--- config.mk ---
export PLATFORM = sky130hd
export DESIGN_NAME = sys_mode_ctrl
export DESIGN_NICKNAME = d
export VERILOG_FILES = /design/src/rtl/sys_mode_ctrl.sv
export SDC_FILE = /design/constraint.sdc
export NUM_CORES = 1
export LEC_CHECK = 0
export BUFFER_PORTS_ARGS = -buffer_cell sky130_fd_sc_hd__buf_2
export CAP_MARGIN = 15
export CORE_MARGIN = 2
export CORE_UTILIZATION = 29
export CTS_CLUSTER_DIAMETER = 120
export DETAILED_ROUTE_END_ITERATION = 16
export GPL_TIMING_DRIVEN = 0
export PLACE_DENSITY = 0.49
export SYNTH_ARGS = -nofsm -noshare
export SYNTH_HDL_FRONTEND = slang
export SYNTH_SLANG_ARGS = --single-unit
--- constraint.sdc ---
create_clock -name i_sysclk -period 2.2 [get_ports i_sysclk]
set_input_delay 0.33 -clock i_sysclk [delete_from_list [all_inputs] [get_ports i_sysclk]]
set_output_delay 0.33 -clock i_sysclk [all_outputs]
set_load 0.01 [all_outputs]
--- src/rtl/sys_mode_ctrl.sv ---
// System mode controller: power-up camera config sequencing, debounced mode/filter controls,
// and frame-aligned application of changes behind a pipeline flush. Option macro: SYS_CFG_RETRY_EN.
module sys_mode_ctrl #(
    parameter int N_MODES       = 4,
    parameter int N_FILT        = 2,
    parameter int DB_COUNT      = 2500000,
    parameter int CFG_DELAY     = 1250000,
    parameter int FLUSH_TIMEOUT = 1024,
    parameter int CFG_TIMEOUT   = 12500000,
    localparam int MW           = (N_MODES > 1) ? $clog2(N_MODES) : 1
) (
    input  logic              i_sysclk,
    input  logic              i_rstn,
    input  logic              i_sof,
    input  logic              i_btn_mode,
    input  logic [N_FILT-1:0] i_sw_filt,
    input  logic              i_cfg_done,
    input  logic              i_flush_done,
    output logic              o_cfg_start,
    output logic [MW-1:0]     o_mode,
    output logic [N_FILT-1:0] o_filt_en,
    output logic              o_pipe_flush,
    output logic [3:0]        o_status_leds
);

    localparam logic [2:0] S_PWRUP = 3'd0;
    localparam logic [2:0] S_CFG   = 3'd1;
    localparam logic [2:0] S_RUN   = 3'd2;
    localparam logic [2:0] S_ARM   = 3'd3;
    localparam logic [2:0] S_FLUSH = 3'd4;

    localparam int NCH = N_FILT + 1;
    localparam int DBW = $clog2(DB_COUNT + 1);
    localparam logic [DBW-1:0] DB_TERM   = DBW'(DB_COUNT - 1);
    localparam logic [MW-1:0]  MODE_LAST = MW'(N_MODES - 1);

`ifdef SYS_CFG_RETRY_EN
    localparam int T_MAX = (CFG_TIMEOUT > CFG_DELAY && CFG_TIMEOUT > FLUSH_TIMEOUT) ? CFG_TIMEOUT :
                           ((CFG_DELAY > FLUSH_TIMEOUT) ? CFG_DELAY : FLUSH_TIMEOUT);
`else
    localparam int T_MAX = (CFG_DELAY > FLUSH_TIMEOUT) ? CFG_DELAY : FLUSH_TIMEOUT;
`endif
    localparam int TW = $clog2(T_MAX + 1);
    localparam logic [TW-1:0] T_PWRUP = TW'(CFG_DELAY - 1);
    localparam logic [TW-1:0] T_FLUSH = TW'(FLUSH_TIMEOUT - 1);
`ifdef SYS_CFG_RETRY_EN
    localparam logic [TW-1:0] T_CFG   = TW'(CFG_TIMEOUT - 1);
`endif

    function automatic logic [MW-1:0] next_mode(input logic [MW-1:0] m);
        return (m == MODE_LAST) ? '0 : m + 1'b1;
    endfunction

    logic [NCH-1:0]    raw, sync_p0, sync_p1, db;
    logic [DBW-1:0]    db_cnt [NCH];
    logic              db_btn, btn_q;
    logic [N_FILT-1:0] db_sw;
    logic [2:0]        state;
    logic [TW-1:0]     timer;
    logic [MW-1:0]     pend_mode, snap_mode;
    logic [N_FILT-1:0] pend_filt, snap_filt;
    logic              flush_tmo, active, change;

    assign raw    = {i_sw_filt, i_btn_mode};
    assign db_btn = db[0];
    assign db_sw  = db[NCH-1:1];

    // Synchroniser stages, then per-channel debounce: a level is accepted after DB_COUNT differing samples
    always_ff @(posedge i_sysclk or negedge i_rstn) begin
        if (!i_rstn) begin
            sync_p0 <= '0;
            sync_p1 <= '0;
            db      <= '0;
            for (int i = 0; i < NCH; i++) db_cnt[i] <= '0;
        end else begin
            sync_p0 <= raw;
            sync_p1 <= sync_p0;
            for (int i = 0; i < NCH; i++) begin
                if (sync_p1[i] == db[i]) begin
                    db_cnt[i] <= '0;
                end else if (db_cnt[i] == DB_TERM) begin
                    db[i]     <= sync_p1[i];
                    db_cnt[i] <= '0;
                end else begin
                    db_cnt[i] <= db_cnt[i] + 1'b1;
                end
            end
        end
    end

    assign active = (state == S_RUN) || (state == S_ARM) || (state == S_FLUSH);
    assign change = (pend_mode != o_mode) || (pend_filt != o_filt_en);

    always_ff @(posedge i_sysclk or negedge i_rstn) begin
        if (!i_rstn) begin
            pend_mode <= '0;
            pend_filt <= '0;
            btn_q     <= 1'b0;
        end else begin
            pend_filt <= db_sw;
            btn_q     <= db_btn;
            if (active && db_btn && !btn_q) pend_mode <= next_mode(pend_mode);
        end
    end

    // Shared timer: power-up delay, flush timeout and (optionally) config retry interval
    always_ff @(posedge i_sysclk or negedge i_rstn) begin
        if (!i_rstn) begin
            state        <= S_PWRUP;
            timer        <= '0;
            o_cfg_start  <= 1'b0;
            o_pipe_flush <= 1'b0;
            o_mode       <= '0;
            o_filt_en    <= '0;
            snap_mode    <= '0;
            snap_filt    <= '0;
            flush_tmo    <= 1'b0;
        end else begin
            o_cfg_start <= 1'b0;
            timer       <= timer + 1'b1;
            case (state)
                S_PWRUP: begin
                    if (timer == T_PWRUP) begin
                        state       <= S_CFG;
                        o_cfg_start <= 1'b1;
                        timer       <= '0;
                    end
                end
                S_CFG: begin
                    if (i_cfg_done) begin
                        state     <= S_RUN;
                        o_filt_en <= pend_filt;
                    end
`ifdef SYS_CFG_RETRY_EN
                    else if (timer == T_CFG) begin
                        o_cfg_start <= 1'b1;
                        timer       <= '0;
                    end
`endif
                end
                S_RUN: begin
                    if (change) state <= S_ARM;
                end
                S_ARM: begin
                    if (!change) begin
                        state <= S_RUN;
                    end else if (i_sof) begin
                        state        <= S_FLUSH;
                        snap_mode    <= pend_mode;
                        snap_filt    <= pend_filt;
                        o_pipe_flush <= 1'b1;
                        timer        <= '0;
                    end
                end
                S_FLUSH: begin
                    // A done that coincides with the terminal count wins and raises no flag
                    if (i_flush_done || timer == T_FLUSH) begin
                        state        <= S_RUN;
                        o_pipe_flush <= 1'b0;
                        o_mode       <= snap_mode;
                        o_filt_en    <= snap_filt;
                        if (!i_flush_done) flush_tmo <= 1'b1;
                    end
                end
                default: state <= S_PWRUP;
            endcase
        end
    end

    assign o_status_leds = {flush_tmo, active && change, o_pipe_flush, active};

endmodule

# Word level (Yosys, flattened, before mapping)
# Index checks and enable logic that the tools add are counted.
[word_totals]
register_bits = 115
output_inout_bits = 10
elab_cells = 98
[classes]
add_sub_neg = 5
eq_ne = 22
mux = 27
bitwise = 4
reduce_logical = 20
[ops]
columns = ["cell", "n"]
rows = [
  ["22-bit 2-to-1 mux", 6],
  ["22-bit by 1-bit adder with 22-bit output (second input constant)", 3],
  ["22-bit == test (second input constant)", 3],
  ["21-bit 2-to-1 mux", 3],
  ["21-bit one-hot mux with 2 select lines", 1],
  ["21-bit by 1-bit adder with 21-bit output (second input constant)", 1],
  ["21-bit by 10-bit == test with 1-bit output (second input constant)", 1],
  ["21-bit == test (second input constant)", 1],
  ["3-bit 2-to-1 mux", 6],
  ["3-bit one-hot mux with 5 select lines", 1],
  ["2-bit != test (second input constant)", 5],
  ["3-bit AND reduction", 3],
  ["2-bit AND reduction", 4],
  ["3-bit by 2-bit == test with 1-bit output (second input constant)", 2],
  ["2-bit 2-to-1 mux", 3],
  ["1-bit 2-to-1 mux", 5],
  ["5-bit AND reduction", 1],
  ["1-bit logical OR", 4],
  ["2-bit != test", 2],
  ["1-bit NOT", 4],
  ["2-bit one-hot mux with 2 select lines", 1],
  ["4-bit AND reduction", 1],
  ["2-bit nonzero test", 2],
  ["1-bit == test", 3],
  ["other kinds (10)", 12],
]

# Longest topological paths before layout
# Gate-level depths: netlist of run 1.
[depth]
depth_word = 5
depth_mapped = 7
depth_no_buf = 6

# Worst setup path before layout of run 1
# OpenSTA, ideal clock, no wires.
[synth_timing]
path_type = "register to register"
start = "register timer[0]"
end = "register o_mode[0]"
setup_ns = 0.125
arrival_ns = 1.630
setup_slack_ns = 0.445
stages_incl_launch_ff = 6
n_path_buf = 0
period_less_slack_ns = 1.755
path_cell_list = "dfrtp_1 > ha_1 > and4_1 > and4_2 > o21bai_1 > mux2_2"
[synth_between]
elab_chain_cells = 3
[synth_lines]
columns = ["element", "line_no", "text"]
rows = [
  ["from (decl)", "59", "logic [TW-1:0] timer;"],
  ["from (signal assigned)", "120", "timer <= timer + 1'b1;"],
  ["21-bit by 10-bit == test with 1-bit output", "157", "if (i_flush_done || timer == T_FLUSH) begin"],
  ["1-bit logical OR", "157", ""],
  ["2-bit AND reduction (no line)", "--", ""],
  ["to (signal assigned)", "160", "o_mode <= snap_mode;"],
  ["to (decl)", "20", "output logic [MW-1:0] o_mode,"],
]
# No other way between the ends.
# A chain may end at the register's enable or synchronous reset.

# Worst setup path in the final report of run 1
[layout_timing]
start = "register state[1]"
end = "output o_status_leds[0]"
[layout_between]
elab_chain_cells = 3
elab_cells_between_ends = 5
[layout_lines]
columns = ["element", "line_no", "text"]
rows = [
  ["from (decl)", "58", "logic [2:0] state;"],
  ["from (signal assigned)", "109", "state <= S_PWRUP;"],
  ["from (signal assigned)", "124", "state <= S_CFG;"],
  ["from (signal assigned)", "131", "state <= S_RUN;"],
  ["3-bit by 2-bit == test with 1-bit output", "91", "assign active = (state == S_RUN) || (state == S_ARM) || (state == S_FLUSH);"],
  ["1-bit logical OR", "91", ""],
  ["1-bit logical OR (*)", "91", ""],
  ["to (decl)", "23", "output logic [3:0] o_status_leds"],
]
# Every way passes the cells marked *; elsewhere a longest branch is shown, timed or not.

==> key figures, run 1 <==
Worst setup path
  – Crit Path Max Fanout: 9
  – Setup crit end kind: output port
  – Crit-path cells: buf_2 -> nor2_1 -> nand2_1 -> nand2_1 -> buf_4 -> buf_2
  – Worst Path Arrival: 1.73 ns
  – Kind of cell adding the most delay to the critical path: simple AND/OR/NAND/NOR gates
  – Req. time, crit path: 1.87 ns
  – Crit-path slowest cell: dfrtp_1
  – Startpoint types: flip-flop
  – Critical path class: flip-flop to output port
  – Buf/Inv on CP: 3
  – R2R Setup Slk: 0.20 ns
  – Worst stage delay on the critical path: 0.36 ns

Synth
  – Avg Inst Size Synth: 10.5 um2
  – Post-synthesis sequential area ratio: 0.514
  – Top cells by count, synth: 115 x dfrtp_1, 111 x nor2_1, 47 x xor2_1, 39 x xnor2_1, 37 x nand3_1
  – Syn nets: 546
  – Post-Synthesis Cells: 533
  – #FFs+latches synth: 115
  – Async set-reset flop share out of synthesis: 1.00
  – Ys flop type: dfrtp_1
  – Synthesis Warnings: 0
  – Count leader, synth: dfrtp_1
  – Share of the synthesized area in the top cell type: 0.514
  – Area leader, netlist: dfrtp_1
  – Synth Cell Area: 5600 um2
  – Post-synth EDFFs: 0
  – Area contributors post-synth: dfrtp_1 51%, nor2_1 7.4%, xor2_1 7.4%, xnor2_1 6.1%, nand3_1 3.3%
  – Yosys cell types: 47

Global routing
  – Total congestion overflow: 0
  – Largest net degree at the start of global routing: 61
  – Total track usage: 0.126
  – Initial antenna violation count: 0
  – Vias in the first global route: 4,011
  – First-pass GRT wire length: 20,000 um

Clock tree
  – Total CTS buffers: 17
  – H-tree Lvls: 4
  – TritonCTS clock tree: done
  – Post-CTS sizing: 0
  – Clock Latency Late Sink: 0.41 ns
  – Setup bufs post-CTS: 0
  – Cts-stage hold buffer count: 1
  – Clock transition at path regs: 0.05 ns
  – Maximum buffer depth of the clock tree: 2
  – CTS Root Cell: clkbuf_16
  – Num Clock Sinks: 115

Routing
  – Total number of vias: 3,877
  – DRT iter0 DRCs: 179
  – # DRC: 0
  – Final ANT Viol Nets: 0
  – WL/cell: 13.5 um
  – Via density: 4.60
  – Final Routed Wirelength: 11,400 um
  – Drt pass-1 iters: 4

Timing
  – RSZ-0062 raised after global routing: false
  – Clock Skew: 0.00917 ns
  – Final count of negative-setup-slack endpoints: 0
  – Hold Fails Final Rpt: 0
  – Final period util: 0.935
  – Tmin final: 2.06 ns
  – Fin. max-slew vios: 0
  – Tightest Pin Transition: 0.590 ns
  – Highest Clock Rate: 486 MHz
  – Slew Limit Headroom: 0.603

Cells and area
  – Non-Filler Instances: 842
  – Share of layout cells above drive strength 1: 0.163
  – Layout overhead on the synthesized area: 18.3%
  – Final nets: 585
  – Diodes inserted: 0

Place
  – Inst Count DP: 811
  – # port buffers: 17
  – RePlAce Congestion: 0.810
  – Final HPWL DP: 7730 um

Pwr
  – Power, Total: 5.64 mW
  – Power per cell area: 852 nW/um2
  – Leak: 2.92 nW
  – Clock power frac: 0.469
  – Sequential cell fraction of total power: 0.420
  – Switching share of power: 0.251
  – Logic gate share of total power: 0.111
  – NetSw: 1.41 mW
  – Worst vdd ir: 476 uV
  – P_int: 4.23 mW

Flow run
  – Max-cap viol count: 0

Floorplan
  – Die X: 143 um
  – Die ar.: 20,400 um2
  – Area of the core: 18,800 um2
  – Die Y: 143 um
  – Initial Utilization: 0.297
  – Io pins: 18
  – Cell Rows: 50

Outcome
  – Status: complete, no violations

Min path
  – Hold WC Path Type: input pin to flip-flop
[placed cells by master, fill, tap and decap left out, types with 7 or more instances in the layout]
master,netlist,layout
and3_1,7,7
and4_1,14,14
buf_2,3,19
buf_4,8,8
clkbuf_16,0,17
dfrtp_1,115,115
inv_1,9,9
mux2_2,11,11
nand2_1,35,35
nand3_1,37,37
nand4_1,16,16
nor2_1,111,111
nor4_1,8,8
xnor2_1,39,39
xor2_1,47,47
[cells by family after synthesis]
| family | count (synthesis) | synth area share |
|---|---|---|
| flip-flops | 115 | 0.514 |
| AND/OR/NAND/NOR | 277 | 0.270 |
| AO/OA/AOI/OAI | 13 | 0.0177 |
| buffers and inverters | 26 | 0.0304 |
| multiplexers | 11 | 0.0221 |
| adder cells (fa/ha/maj) | 5 | 0.0112 |
| XOR/XNOR | 86 | 0.135 |
[power groups by stage]
stage | Sequential (mW) | Combinational [mW] | Clock [mW]
final | 2.37 | 0.624 | 2.65
after global routing | 2.39 | 0.710 | 2.85
after CTS | 2.37 | 0.640 | 2.72
after detailed placement | 2.40 | 0.632 | 0
after global placement | 2.40 | 0.617 | 0
after floorplan | 2.38 | 0.420 | 0
[final cells by class]
cell class                      instances  area, um2
Tap cell                              260        325
Multi-Input combinational cell        392       2550
Timing Repair Buffer                   20        139
Sequential cell                       115       2880
Clock inverter                          6       80.1
Clock buffer                           23        478
Fill cell                            1895      12200
Inverter                                9       33.8
Buffer                                 17        136
[layer usage]
metal	share of wire	up-vias	global-route usage
met5	0	-	0
met4	0.012	0	0.0448
met3	0.027	14	0.0433
met2	0.46	41	0.191
met1	0.50	1922	0.165
li1	-	1900	-
[state kept, by name (all words and copies together) (netlist names)]
register      cells
sync_p0           3
o_pipe_flush      1
snap_filt         2
o_mode            2
db                3
pend_mode         2
timer            21
o_filt_en         2
state             3
flush_tmo         1
db_cnt           66
snap_mode         2
btn_q             1
pend_filt         2
sync_p1           3
o_cfg_start       1
[path summary, 6_finish.rpt]
path,from,endpoint,cells after the start
setup / recovery,state[1],o_status_leds[0],6
hold / removal,i_btn_mode,sync_p0[0],1
setup reg to reg,timer[0],o_mode[0],5
hold reg to reg,sync_p0[0],sync_p1[0],0
max in group asynchronous,i_rstn,o_cfg_start,3
min in group asynchronous,i_rstn,snap_mode[0],2
[metrics by stage]
step                instance area [um2]  hold WS [ns]  setup TNS (ns)  setup slack (ns)  utilization
floorplan                          5600        0.0344               0             0.445            -
finish                             6620        0.0214               0             0.142        0.351
detailed placement                 6040         0.326               0             0.195        0.321
global placement                   6010         0.335          -68.32            -0.602        0.319
CTS                                6610       0.00274               0             0.104        0.351
global route                       6620       0.00497               0           0.00620        0.351
Note: power is estimated with default switching activity, not from simulation.
==> run 2, diff against run 1 <==
CORE_UTILIZATION = 55   (was 29)
PLACE_DENSITY = 0.78   (was 0.49)
==> run 2 against run 1 <==
Global-route usage up 8.5 points; non-clock buffer count up 2; clock power down 3%; design area down 2.0%; hold slack better by 0.047 ns; combinational power about the same; routed wire length down 8.7%; die area down 46%; power down 1.5%; count of clock-buffer cells in the layout up 1; first-iteration DRC count up 15%.
==> key figures, run 2 (synthesized netlist as in run 1, its figures left out) <==
Outcome
  – Status: complete, no violations

Place
  – DP Area: 5880 um2
  – # port buffers: 17
  – Pre-CTS WS: 0.246 ns
  – Inst Count DP: 684
  – RePlAce Congestion: 0.842
  – Final HPWL DP: 6930 um

Clock tree
  – TritonCTS clock tree: done
  – H-tree Lvls: 4
  – CTS Root Cell: clkbuf_8
  – Setup bufs post-CTS: 0
  – Total CTS buffers: 17
  – Clock transition at path regs: 0.05 ns
  – Clock Latency Late Sink: 0.52 ns
  – Maximum buffer depth of the clock tree: 2
  – Num Clock Sinks: 115

Floorplan
  – Initial Utilization: 0.570
  – Die X: 105 um
  – Io pins: 18
  – Cell Rows: 36
  – Area of the core: 9820 um2
  – Die Y: 105 um
  – Die ar.: 11,000 um2

Worst setup path
  – Startpoint types: flip-flop
  – Req. time, crit path: 1.87 ns
  – Setup crit end kind: output port
  – Critical path class: flip-flop to output port
  – Worst Path Arrival: 1.76 ns
  – Crit Path Max Fanout: 4

Global routing
  – First-pass GRT wire length: 18,500 um
  – Initial antenna violation count: 0
  – Largest net degree at the start of global routing: 63
  – Total track usage: 0.211
  – Vias in the first global route: 4,030
  – Total congestion overflow: 0

Cells and area
  – Most common cell after layout, fill and taps aside: dfrtp_1
  – Top reg by flops: db_cnt
  – Final Util: 0.661
  – Diodes inserted: 0
  – Share of layout cells above drive strength 1: 0.172
  – Non-Filler Instances: 720
  – Layout overhead on the synthesized area: 15.9%
  – Most frequent cells in the layout: 115 x dfrtp_1, 110 x nor2_1, 47 x xor2_1, 39 x xnor2_1, 37 x nand3_1
  – Design area: 6490 um2
  – Final nets: 587
  – Largest register FFs: 66
  – Top Registers: db_cnt: 66 flops, timer: 21 flops

Timing
  – Tightest Pin Transition: 0.690 ns
  – Hold Fails Final Rpt: 0
  – TNS Setup: 0 ns
  – Post-route setup slack: 0.109 ns
  – Tmin final: 2.09 ns
  – Clock Skew: 0.00846 ns
  – Hold slack: 0.0683 ns
  – Fin. max-slew vios: 0
  – Slew Limit Headroom: 0.540
  – Final period util: 0.950
  – Final count of negative-setup-slack endpoints: 0
  – RSZ-0062 raised after global routing: false
  – Highest Clock Rate: 478 MHz

Routing
  – # DRC: 0
  – Via density: 5.46
  – DRT iter0 DRCs: 205
  – Final ANT Viol Nets: 0
  – Drt pass-1 iters: 4
  – Final Routed Wirelength: 10,400 um
  – WL/cell: 14.4 um
  – Total number of vias: 3,932

Pwr
  – Clock power frac: 0.462
  – P_int: 4.15 mW
  – Sequential cell fraction of total power: 0.426
  – Power per cell area: 856 nW/um2
  – NetSw: 1.41 mW
  – Logic gate share of total power: 0.112
  – Worst vdd ir: 487 uV
  – Leak: 2.93 nW
  – Switching share of power: 0.253
  – Power, Total: 5.55 mW

Flow run
  – Max-cap viol count: 0

Min path
  – Hold WC Path Type: input pin to flip-flop
==> run 2: worst paths after layout <==
kind,slack [ns],cells after the start,from,end
max,0.11,4,pend_mode[1],o_status_leds[2]
min,0.07,2,i_flush_done,state[2]
max reg2reg,0.23,5,timer[0],o_mode[0]
min reg2reg,0.35,0,sync_p0[1],sync_p1[1]
max in group asynchronous,1.08,3,i_rstn,db_cnt[18]
min in group asynchronous,0.39,2,i_rstn,timer[15]
==> run 2: final cells by class <==
cell class	count	area [um2]
multi-input cells	392	2550
clock inverters	8	75.1
plain buffers	17	136
fillers	761	3330
inverters	9	33.8
repair buffers	22	155
well taps	133	166
flip-flops and latches	115	2880
clock buffers	24	490
==> run 2: timing repair <==
action,CTS,global route
hold buffers,4,0
endpoints found under the hold margin,56,0
gates resized for setup,0,2
endpoints found under the setup margin,0,1
==> run 2: routing by layer <==
metal / GRT usage / share of wire / routed length [um] / vias up
li1: - / - / - / 1903
met1: 0.268 / 0.46 / 4770 / 1948
met2: 0.337 / 0.48 / 5000 / 63
met3: 0.0518 / 0.037 / 385 / 18
met4: 0.103 / 0.020 / 208 / 0
met5: 0 / 0 / 0 / -
==> run 2: power by group through the flow <==
stage	clock network [mW]	registers [mW]	logic, mW
4_1_cts	2.61	2.36	0.622
3_3_place_gp	0	2.39	0.579
5_1_grt	2.71	2.39	0.708
6_report	2.57	2.37	0.623
2_1_floorplan	0	2.38	0.420
3_5_place_dp	0	2.40	0.605
==> run 2: worst max-delay path: stages (launching register included) <==
cell,delay [ns]
dfrtp_1,0.41
xor2_1,0.17
nor4_2,0.43
a21oi_1,0.07
buf_2,0.16
==> run 3, diff against run 2 <==
CORE_UTILIZATION = 44   (was 55)
GPL_ROUTABILITY_DRIVEN = 0   (was not set)
PLACE_DENSITY = not set   (was 0.78)
==> run 3 against run 2 <==
Die area up 24%; hold slack lost 0.037 ns; sequential share of layout area down 0.38 points; fmax increased by 3.9%; highest routed layer unchanged; combinational power down 1%; sequential cell count unchanged.
==> key figures, run 3 (synthesized netlist as in run 1, its figures left out) <==
Outcome
  – Status: complete, no violations

Cells and area
  – Top Registers: db_cnt: 66 flops, timer: 21 flops
  – Diodes inserted: 0
  – Largest register FFs: 66
  – Non-Filler Instances: 756
  – Most frequent cells in the layout: 115 x dfrtp_1, 111 x nor2_1, 47 x xor2_1, 39 x xnor2_1, 37 x nand3_1
  – Layout overhead on the synthesized area: 16.9%
  – # fillers: 1,134
  – Most common cell after layout, fill and taps aside: dfrtp_1
  – Final nets: 584
  – Top reg by flops: db_cnt
  – Final Util: 0.523
  – Share of layout cells above drive strength 1: 0.170

Clock tree
  – Clock transition at path regs: 0.05 ns
  – Clock Latency Late Sink: 0.41 ns
  – Total CTS buffers: 17
  – CTS Root Cell: clkbuf_16
  – TritonCTS clock tree: done
  – Num Clock Sinks: 115
  – Setup bufs post-CTS: 0
  – Maximum buffer depth of the clock tree: 2
  – Post-CTS sizing: 0
  – H-tree Lvls: 4

Floorplan
  – Die ar.: 13,600 um2
  – Cell Rows: 41
  – Die X: 117 um
  – Area of the core: 12,500 um2
  – Die Y: 117 um
  – Initial Utilization: 0.447
  – Io pins: 18

Place
  – Pre-CTS WS: 0.238 ns
  – Inst Count DP: 723
  – # port buffers: 17
  – Final HPWL DP: 7120 um

Worst setup path
  – Worst Path Arrival: 1.68 ns
  – Setup crit end kind: output port
  – R2R depth: 5
  – Crit-path slowest cell: dfrtp_1
  – Critical path class: flip-flop to output port
  – R2R Setup Slk: 0.23 ns
  – Crit-path cells: buf_2 -> nor2_1 -> nand2_1 -> nand2_1 -> buf_4 -> buf_2
  – Worst stage delay on the critical path: 0.35 ns
  – Req. time, crit path: 1.87 ns
  – Kind of cell adding the most delay to the critical path: simple AND/OR/NAND/NOR gates
  – Startpoint types: flip-flop
  – Crit Path Max Fanout: 9
  – Crit. path cell count: 6
  – Buf/Inv on CP: 3

Timing
  – Tmin final: 2.01 ns
  – Fin. max-slew vios: 0
  – Clock Skew: 0.00676 ns
  – Slew Limit Headroom: 0.668
  – Final period util: 0.915
  – Hold Fails Final Rpt: 0
  – Tightest Pin Transition: 0.493 ns
  – Post-route setup slack: 0.187 ns
  – Highest Clock Rate: 497 MHz
  – RSZ-0062 raised after global routing: false
  – Final count of negative-setup-slack endpoints: 0

Pwr
  – Switching share of power: 0.243
  – Power, Total: 5.76 mW
  – Clock power frac: 0.481
  – Logic gate share of total power: 0.107
  – Worst vdd ir: 605 uV
  – Leak: 2.94 nW
  – NetSw: 1.40 mW
  – P_int: 4.36 mW
  – Power per cell area: 880 nW/um2
  – Sequential cell fraction of total power: 0.412

Routing
  – DRT iter0 DRCs: 235
  – Final Routed Wirelength: 10,500 um
  – Drt pass-1 iters: 4
  – WL/cell: 14.0 um
  – Final ANT Viol Nets: 0
  – Via density: 5.10
  – Total number of vias: 3,855
  – # DRC: 0

Global routing
  – Largest net degree at the start of global routing: 86
  – Vias in the first global route: 3,815
  – Total congestion overflow: 0
  – Total track usage: 0.174
  – First-pass GRT wire length: 18,300 um
  – Initial antenna violation count: 0

Min path
  – Hold WC Path Type: input pin to flip-flop
  – Cell count of the worst hold path: 1

Flow run
  – Max-cap viol count: 0
run 3: changes by cell type in the layout (fill, tap and decap cells not counted), sizes merged:
cell,change
clkinv,-1
bufinv,+2
clkinvlp,+1
clkbuf,-2
dlygate4sd3,-3
run 3: repair_timing:
item                                   CTS  global route
hold buffers                             1             0
endpoints found under the hold margin   30             0
setup endpoints to repair                0             0
run 3: path summary, 6_finish.rpt:
kind	start	endpoint
setup / recovery	state[1]	o_status_leds[0]
hold / removal	i_sw_filt[1]	sync_p0[2]
setup reg to reg	timer[0]	o_mode[0]
hold reg to reg	sync_p0[1]	sync_p1[1]
max in group asynchronous	i_rstn	db_cnt[3]
min in group asynchronous	i_rstn	timer[13]
run 3: area by class of cell:
type	instances	area, um2	share of cell area
Sequential cell	115	2880	0.440
Tap cell	172	215	0.0329
Clock inverter	10	130	0.0199
Inverter	9	33.8	0.00516
Multi-Input combinational cell	392	2550	0.389
Timing Repair Buffer	19	129	0.0197
Buffer	17	136	0.0208
Clock buffer	22	474	0.0725
run 3: layer usage:
layer	track usage	part of all wire	vias to the layer above	routed length [um]
li1	-	-	1893	-
met1	0.225	0.49	1903	5120
met2	0.274	0.47	45	4970
met3	0.0433	0.026	14	270
met4	0.0839	0.017	0	183
met5	0	0	-	0
run 3: power groups by stage:
stage	combinational (mW)	clock [mW]	sequential (mW)
after global routing	0.703	2.94	2.39
after floorplan	0.420	0	2.38
final	0.615	2.77	2.37
after detailed placement	0.611	0	2.41
after global placement	0.596	0	2.40
after CTS	0.620	2.84	2.37
run 3: metrics by stage:
stage / instance area [um2] / TNS, ns / hold WS [ns]
final: 6550 / 0 / 0.0315
after global routing: 6550 / 0 / 0.00812
after CTS: 6550 / 0 / 0.00894
after detailed placement: 5930 / 0 / 0.234
after global placement: 5900 / -69.53 / 0.334
after floorplan: 5600 / 0 / 0.0344
